### src/rtl/dma_rd_streamer.sv
// Read-side DMA streamer: splits a (src addr, byte count) descriptor into 4 KB-safe AXI AR
// bursts, bounds outstanding bursts, and reports completion plus the first burst error.
module dma_rd_streamer #(
    parameter int unsigned ADDR_W          = 32,
    parameter int unsigned LEN_W           = 32,
    parameter int unsigned DATA_BYTES      = 8,
    parameter int unsigned MAX_BEATS       = 256,
    parameter int unsigned MAX_OUTSTANDING = 4
) (
    input  logic              clk,
    input  logic              rst,
    input  logic              stream_valid_i,
    input  logic [ADDR_W-1:0] desc_src_addr_i,
    input  logic [LEN_W-1:0]  desc_num_bytes_i,
    output logic              stream_done_o,
    output logic              err_valid_o,
    output logic [ADDR_W-1:0] err_addr_o,
    output logic              ar_valid_o,
    input  logic              ar_ready_i,
    output logic [ADDR_W-1:0] ar_addr_o,
    output logic [7:0]        ar_len_o,
    output logic [2:0]        ar_size_o,
    input  logic              rsp_valid_i,
    input  logic              rsp_err_i
);
    localparam int unsigned LOG_DB = $clog2(DATA_BYTES);
    localparam int unsigned PTR_W  = (MAX_OUTSTANDING > 1) ? $clog2(MAX_OUTSTANDING) : 1;
    localparam int unsigned CNT_W  = $clog2(MAX_OUTSTANDING + 1);

    typedef enum logic [1:0] {IDLE, REQ, DRAIN, DONE} state_t;

    state_t            state_q, state_d;
    logic [ADDR_W-1:0] addr_q, addr_d;
    logic [LEN_W-1:0]  rem_q, rem_d;
    logic [CNT_W-1:0]  cnt_q, cnt_d;
    logic [PTR_W-1:0]  wr_ptr_q, wr_ptr_d, rd_ptr_q, rd_ptr_d;
    logic              ar_valid_q, ar_valid_d;
    logic              err_seen_q, err_seen_d;
    logic              err_valid_q, err_valid_d;
    logic [ADDR_W-1:0] err_addr_q, err_addr_d;
    logic              done_q, done_d;
    logic [ADDR_W-1:0] fifo_mem [MAX_OUTSTANDING];

    logic [12:0]       to_4k_bytes;
    logic [LEN_W-1:0]  beats_4k, beats_rem, beats, burst_bytes;
    logic              hs, pop;

    function automatic logic [PTR_W-1:0] ptr_inc(input logic [PTR_W-1:0] p);
        return (p == PTR_W'(MAX_OUTSTANDING - 1)) ? '0 : p + 1'b1;
    endfunction

    // Burst size: bounded by MAX_BEATS, what is left, and the distance to the next 4 KB page.
    always_comb begin
        to_4k_bytes = 13'd4096 - {1'b0, addr_q[11:0]};
        beats_4k    = LEN_W'(to_4k_bytes >> LOG_DB);
        beats_rem   = rem_q >> LOG_DB;
        beats       = LEN_W'(MAX_BEATS);
        if (beats_rem < beats) beats = beats_rem;
        if (beats_4k < beats)  beats = beats_4k;
        burst_bytes = beats << LOG_DB;
    end

    always_comb begin
        state_d     = state_q;
        addr_d      = addr_q;
        rem_d       = rem_q;
        ar_valid_d  = ar_valid_q;
        err_seen_d  = err_seen_q;
        err_valid_d = 1'b0;
        err_addr_d  = err_addr_q;
        done_d      = 1'b0;

        hs       = ar_valid_q && ar_ready_i;
        pop      = rsp_valid_i && (cnt_q != '0);
        cnt_d    = cnt_q + CNT_W'(hs) - CNT_W'(pop);
        wr_ptr_d = hs  ? ptr_inc(wr_ptr_q) : wr_ptr_q;
        rd_ptr_d = pop ? ptr_inc(rd_ptr_q) : rd_ptr_q;

        if (pop && rsp_err_i && !err_seen_q) begin
            err_valid_d = 1'b1;
            err_addr_d  = fifo_mem[rd_ptr_q];
            err_seen_d  = 1'b1;
        end

        unique case (state_q)
            IDLE: begin
                if (stream_valid_i) begin
                    addr_d     = desc_src_addr_i;
                    rem_d      = desc_num_bytes_i;
                    err_seen_d = 1'b0;
                    if (desc_num_bytes_i == '0) begin
                        state_d = DONE;
                        done_d  = 1'b1;
                    end else if (((desc_src_addr_i & ADDR_W'(DATA_BYTES - 1)) != '0) ||
                                 ((desc_num_bytes_i & LEN_W'(DATA_BYTES - 1)) != '0)) begin
                        err_valid_d = 1'b1;
                        err_addr_d  = desc_src_addr_i;
                        err_seen_d  = 1'b1;
                        state_d     = DONE;
                        done_d      = 1'b1;
                    end else begin
                        state_d    = REQ;
                        ar_valid_d = 1'b1;
                    end
                end
            end
            REQ: begin
                if (hs) begin
                    addr_d = addr_q + ADDR_W'(burst_bytes);
                    rem_d  = rem_q - burst_bytes;
                end
                // A request already on the bus is held until accepted, even after an error.
                if (ar_valid_q && !ar_ready_i) begin
                    ar_valid_d = 1'b1;
                end else if ((rem_d == '0) || err_seen_d) begin
                    ar_valid_d = 1'b0;
                    state_d    = DRAIN;
                end else begin
                    ar_valid_d = (cnt_d < CNT_W'(MAX_OUTSTANDING));
                end
            end
            DRAIN: begin
                if (cnt_d == '0) begin
                    state_d = DONE;
                    done_d  = 1'b1;
                end
            end
            DONE: begin
                if (!stream_valid_i) state_d = IDLE;
            end
            default: state_d = IDLE;
        endcase
    end

    always_ff @(posedge clk) begin
        if (rst) begin
            state_q     <= IDLE;
            addr_q      <= '0;
            rem_q       <= '0;
            cnt_q       <= '0;
            wr_ptr_q    <= '0;
            rd_ptr_q    <= '0;
            ar_valid_q  <= 1'b0;
            err_seen_q  <= 1'b0;
            err_valid_q <= 1'b0;
            err_addr_q  <= '0;
            done_q      <= 1'b0;
        end else begin
            state_q     <= state_d;
            addr_q      <= addr_d;
            rem_q       <= rem_d;
            cnt_q       <= cnt_d;
            wr_ptr_q    <= wr_ptr_d;
            rd_ptr_q    <= rd_ptr_d;
            ar_valid_q  <= ar_valid_d;
            err_seen_q  <= err_seen_d;
            err_valid_q <= err_valid_d;
            err_addr_q  <= err_addr_d;
            done_q      <= done_d;
        end
    end

    always_ff @(posedge clk) begin
        if (hs) fifo_mem[wr_ptr_q] <= addr_q;
    end

    assign stream_done_o = done_q;
    assign err_valid_o   = err_valid_q;
    assign err_addr_o    = err_addr_q;
    assign ar_valid_o    = ar_valid_q;
    assign ar_addr_o     = ar_valid_q ? addr_q : '0;
    assign ar_len_o      = ar_valid_q ? 8'(beats - 1'b1) : '0;
    assign ar_size_o     = 3'(LOG_DB);

endmodule

### config.mk
export PLATFORM = sky130hd
export DESIGN_NAME = dma_rd_streamer
export DESIGN_NICKNAME = d
export VERILOG_FILES = /design/src/rtl/dma_rd_streamer.sv
export SDC_FILE = /design/constraint.sdc
export NUM_CORES = 1
export LEC_CHECK = 0
export BUFFER_PORTS_ARGS = -buffer_cell sky130_fd_sc_hd__buf_2
export CORE_MARGIN = 2
export CORE_UTILIZATION = 40
export CTS_BUF_LIST = sky130_fd_sc_hd__clkbuf_4
export CTS_CLUSTER_DIAMETER = 200
export CTS_CLUSTER_SIZE = 28
export DETAILED_ROUTE_END_ITERATION = 16
export PLACE_DENSITY_LB_ADDON = 0.05
export SETUP_SLACK_MARGIN = 0.15
export SYNTH_ARGS = -nofsm -noshare
export SYNTH_HDL_FRONTEND = slang
export SYNTH_SLANG_ARGS = --single-unit
### constraint.sdc
create_clock -name clk -period 10 [get_ports clk]
set_clock_uncertainty 0.15 [all_clocks]
set_input_delay 2 -clock clk [delete_from_list [all_inputs] [get_ports clk]]
set_output_delay 2 -clock clk [all_outputs]
set_load 0.03 [all_outputs]
Word-level counts from Yosys, hierarchy flattened --
Memories as Yosys holds them, arrays and structs flattened. A register that Yosys moved wholly into a read port is not among the register bits. Cells that the tools add are included. Widths: inputs -> output; s select.
Storage, ports and cells: flip-flop bits (word level) 109, logic and storage cells 107, output and inout port bits 78, bits of input ports 70, memory bits (writable) 128, memories kept 1
Cells by class: reductions and logical operators 21, equal/unequal tests 13, add/subtract/negate cells 8, order comparisons 3, mux-type cells 50
Memory list:
- fifo_mem | words 4, width 32, rd ports 1, clocked after memory_dff 1, wr ports 1, RTL line 42 | logic [ADDR_W-1:0] fifo_mem [MAX_OUTSTANDING];
Operators with widths (count):
- $mux 32 | 11
- $pmux 32 s2 | 2
- $logic_not 32->1 | 2
- $reduce_bool 32->1 | 2
- $mux 29 | 2
- $add 32x32->32 | 1
- $sub 32x32->32 | 1
- $lt 10x29->1 | 1
- $lt 29x9->1 const B | 1
- $mux 2 | 11
- $mux 1 | 20
- $ne 2x2->1 const B | 8
- $sub 13x12->13 const A | 1
- $eq 2x2->1 const B | 4
- $mux 8 | 1
- $pmux 2 s4 | 1
- $sub 8x1->8 const B | 1
- $logic_and 1x1->1 | 5
- $reduce_and 5->1 | 1
- $add 2x1->2 const B | 2
- $pmux 1 s2 | 2
- $reduce_and 4->1 | 1
- $add 3x1->3 | 1
- $logic_not 3->1 | 1
- other kinds (10) | 12

Logic depth before layout (Yosys ltp) --
word-level depth 12, gate-level depth with buffers 34, mapped depth without buffers 30

Worst setup path after synthesis --
Ideal clock, no wire load.
kind register to register, start point register addr_q[3], end point register state_q[1], clock period less this slack 7.191 ns, stages on the path, launching flop included 33, slack 2.809 ns, library setup time 0.121 ns, buffers on the path 4, required time 9.729 ns, arrival 6.920 ns, cells stage by stage dfxtp_1 or4_4 buf_6 nor3_4 or2b_1 xor2_1 ha_1 a21oi_1 a21o_1 and2_1 clkbuf_1 o21a_1 clkbuf_1 and2_1 inv_1 ha_1 and2_1 clkbuf_1 a221o_1 a21oi_1 nor2b_1 o21ai_0 nand2b_1 a21oi_1 o311ai_1 a31oi_2 o21ai_1 a31o_2 xnor2_1 a2111oi_0 nand2_1 a31o_1 mux2_4
Between the ends: cells in the longest elaborated chain, start to end 10
Ends and longest elaborated chain:
- start, declared | RTL line 33 | logic [ADDR_W-1:0] addr_q, addr_d;
- start signal, assigned | RTL line 150 | addr_q <= addr_d;
- $sub 13x12->13 * | RTL line 54 | to_4k_bytes = 13'd4096 - {1'b0, addr_q[11:0]};
- $lt 10x29->1 | RTL line 59 | if (beats_4k < beats) beats = beats_4k;
- $mux 29 * | RTL line 59
- $sub 32x32->32 * | RTL line 110 | rem_d = rem_q - burst_bytes;
- $mux 32 * | RTL line 108 | if (hs) begin
- $mux 32 * | RTL line 85 | unique case (state_q)
- $logic_not 32->1 * | RTL line 115 | end else if ((rem_d == '0) || err_seen_d) begin
- $logic_or 1x1->1 * | RTL line 115
- $ne 2x2->1 (no source line) *
- $reduce_and 5->1 (no source line) *
- end signal, assigned | RTL line 149 | state_q <= state_d;
- end, declared | RTL line 32 | state_t state_q, state_d;
Every way passes the cells marked *; elsewhere a longest branch is shown, timed or not. The select of a mux whose other input is x is not followed. A chain may end at the register's enable or synchronous reset.

Final worst setup path --
start point register rem_q[21], end point output port ar_len_o[7]
Between the ends: cells in the longest elaborated chain, start to end 6
Ends and longest elaborated chain:
- start, declared | RTL line 34 | logic [LEN_W-1:0] rem_q, rem_d;
- start signal, assigned | RTL line 151 | rem_q <= rem_d;
- $lt 29x9->1 | RTL line 58 | if (beats_rem < beats) beats = beats_rem;
- $mux 29 * | RTL line 58
- $lt 10x29->1 | RTL line 59
- $mux 29 * | RTL line 59
- $sub 8x1->8 * | RTL line 172 | assign ar_len_o = ar_valid_q ? 8'(beats - 1'b1) : '0;
- $mux 8 * | RTL line 172
- end, declared | RTL line 21 | output logic [7:0] ar_len_o,
Every way passes the cells marked *; elsewhere a longest branch is shown, timed or not.

==> impl_metrics.yaml <==
run_status:
  status: "completed"
yosys:
  syn_area_per_cell_um2: 9.71
  yosys-top-cells-count: "nor2_1 (164), edfxtp_1 (128), a21oi_1 (114)"
  ys.warnings.count: 0
  ys_top_cells_by_area: "edfxtp_1 (26%), dfxtp_1 (15%), ha_1 (5.7%), mux4_2 (4.9%), nor2_1 (4.2%)"
  syn_inst: 1505
  yosysMostFrequentCell: "nor2_1"
  synth_top_area_cell: "edfxtp_1"
  yosysTopAreaCellShare_pct: 26.3
  synth_cell_types: 92
  synthArstFlopShare_pct: 0
  ys_ff_latch: 239
  synth-seq-area-share_pct: 41.5
  synthFlopType: "edfxtp_1"
  syn_area_um2: 14600
  synth_edf_count: 128
placement:
  place_ws_ps: 1950
  dp_hpwl_um: 31400
  gp_congestion: 0.958
  port_buffers: 144
route:
  drt-total-wl_um: 44800
  first_pass_iters: 5
  vias: 12226
  wire_per_inst_um: 21.4
  first_iter_violations: 939
  drc: 0
  ant_nets: 0
  viasPerCell: 5.84
clocking:
  clk_pin_slew_ps: 300
  cts.sinks: 239
  cts_setup_buffers: 0
  post_cts_resized: 0
  clk_path_buf_depth: 3
  cts.htree.levels: 1
  insertion_delay_ps: 770
  cts-buffers-inserted: 12
  ctsHoldBuffers: 0
  clockRootBuffer: "clkbuf_4"
  cts_tree: "yes"
timing:
  slew_violations: 0
  rsz0062_at_grt: "no"
  maxSlewHeadroom_pct: 27.7
  finalHoldViolCount: 0
  setup_viol: 0
  final.period_utilization_pct: 86.0
  worst_slack_ps: 1400
  period_needed_ps: 8600
  worst_pin_slew_ps: 1070
  setup_tns_ps: 0
  max_freq_mhz: 116
critical_path:
  end_kind: "output pin"
  cp_data_required_time_ps: 7850
  crit_type: "reg2out"
  path_max_fanout: 15
  cp-start-kind: "flop"
  arrival_ps: 6450
die:
  ios: 148
  chipWidth_um: 195
  design.core.area_um2: 35700
  rows: 69
  die_y_um: 195
  start_util_pct: 40.9
  dieArea_um2: 38100
run:
  max-cap-violations: 0
layout:
  final_layout_size_suffix_gt1_share_pct: 16.3
  syn2layout_area_growth_pct: 9.60
  fin_nets: 1760
global_route:
  overflow: 0
  grt_max_degree: 60
  grt_pass1_vias: 11510
  grt_pass1_wl_um: 68500
  grt_antenna_before_repair: 2
  gr-usage-all-layers_pct: 23.1
hold_path:
  hold_class: "reg2reg"
[flip-flops by register name, summed over array words and instances, names as in the netlist, named ones only]
register and count:
rd_ptr_q 2, err_seen_q 1, cnt_q 3, err_addr_o 32, rem_q 32, state_q 2, fifo_mem 128, ar_valid_o 1
stream_done_o 1, wr_ptr_q 2, addr_q 32, err_valid_o 1
[final timing paths]
| check | startpoint | endpoint | slack [ps] | cells after the start |
|---|---|---|---|---|
| worst min-delay path | rem_q[26] | rem_q[26] | 360 | 2 |
| worst max register to register | rem_q[21] | state_q[1] | 1830 | 27 |
| worst min register to register | rem_q[26] | rem_q[26] | 360 | 2 |
| worst max-delay path | rem_q[21] | ar_len_o[7] | 1400 | 17 |
[stage by stage]
step	hold slack (ps)	area (um2)	utilization, %	cells
3_3_place_gp	321	15800	44.3	2069
6_report	361	16000	44.8	2093
4_1_cts	360	16000	44.8	2089
2_1_floorplan	308	14800	-	1543
5_1_grt	377	16000	44.8	2090
3_5_place_dp	333	15800	44.3	2069
[layer usage]
| layer | share of wire, % | global-route usage (%) |
|---|---|---|
| met5 | 0 | 0 |
| met4 | 2.4 | 5.43 |
| met3 | 4.3 | 2.47 |
| met2 | 46 | 37.9 |
| met1 | 47 | 32.7 |
[cell type report]
class	instances	area, um2
Fill cell	3585	19700
Multi-Input combinational cell	1168	8200
Sequential cell	239	6070
Timing Repair Buffer	161	851
Tap cell	461	577
Inverter	40	150
Clock buffer	19	143
Clock inverter	1	16.3
Antenna cell	4	10.0
[kinds of logic (layout without fill, tap and decap cells)]
family / count (synthesis) / in the layout / share of synthesized area [%]
adder cells (fa/ha/maj): 72 / 72 / 6.15
multiplexers: 88 / 88 / 8.84
buffers and inverters: 136 / 221 / 3.69
other: 2 / 44 / 0.0514
AND/OR/NAND/NOR: 505 / 505 / 17.3
XOR/XNOR: 47 / 47 / 2.87
AO/OA/AOI/OAI: 416 / 416 / 19.6
flip-flops: 239 / 239 / 41.5
[cell usage in the layout (no fill, tap or decap), types with 7 or more instances in the layout]
cell type / count
or2_2: 11
o21ai_0: 47
nand4_1: 19
nand2b_1: 8
nand3_1: 32
mux2i_1: 51
nor4_1: 14
or3_1: 12
o31ai_1: 11
ha_1: 66
edfxtp_1: 128
nor2b_1: 7
xnor2_1: 30
conb_1: 40
o211ai_1: 11
a211oi_1: 71
nand3b_1: 7
and2_1: 44
xor2_1: 16
o21a_1: 10
buf_2: 143
clkbuf_4: 19
nor3_1: 29
nand2_1: 106
a21o_1: 26
a22oi_1: 12
a21oi_1: 113
mux4_2: 32
nor2_1: 163
buf_4: 18
a31oi_1: 8
and3_1: 17
o21bai_1: 7
inv_1: 39
o21ai_1: 9
dfxtp_1: 109
[worst max-delay path, cell delays in order, from the launching register on]
cell and delay [ps]:
dfxtp_1 410, nor4_1 580, and4_1 360, nand2_1 150
inv_1 410, nand2_1 180, ha_1 360, a21oi_1 230
and3_1 290, a211oi_4 120, nor2_1 410, o211ai_1 400
nor3_1 490, nand2b_1 180, or3_1 400, or3_1 360
and3_1 190, buf_2 180
Power is left out: the tool's default activity adds up to more than one toggle a clock period on the data nets, which glitch-free logic cannot reach.
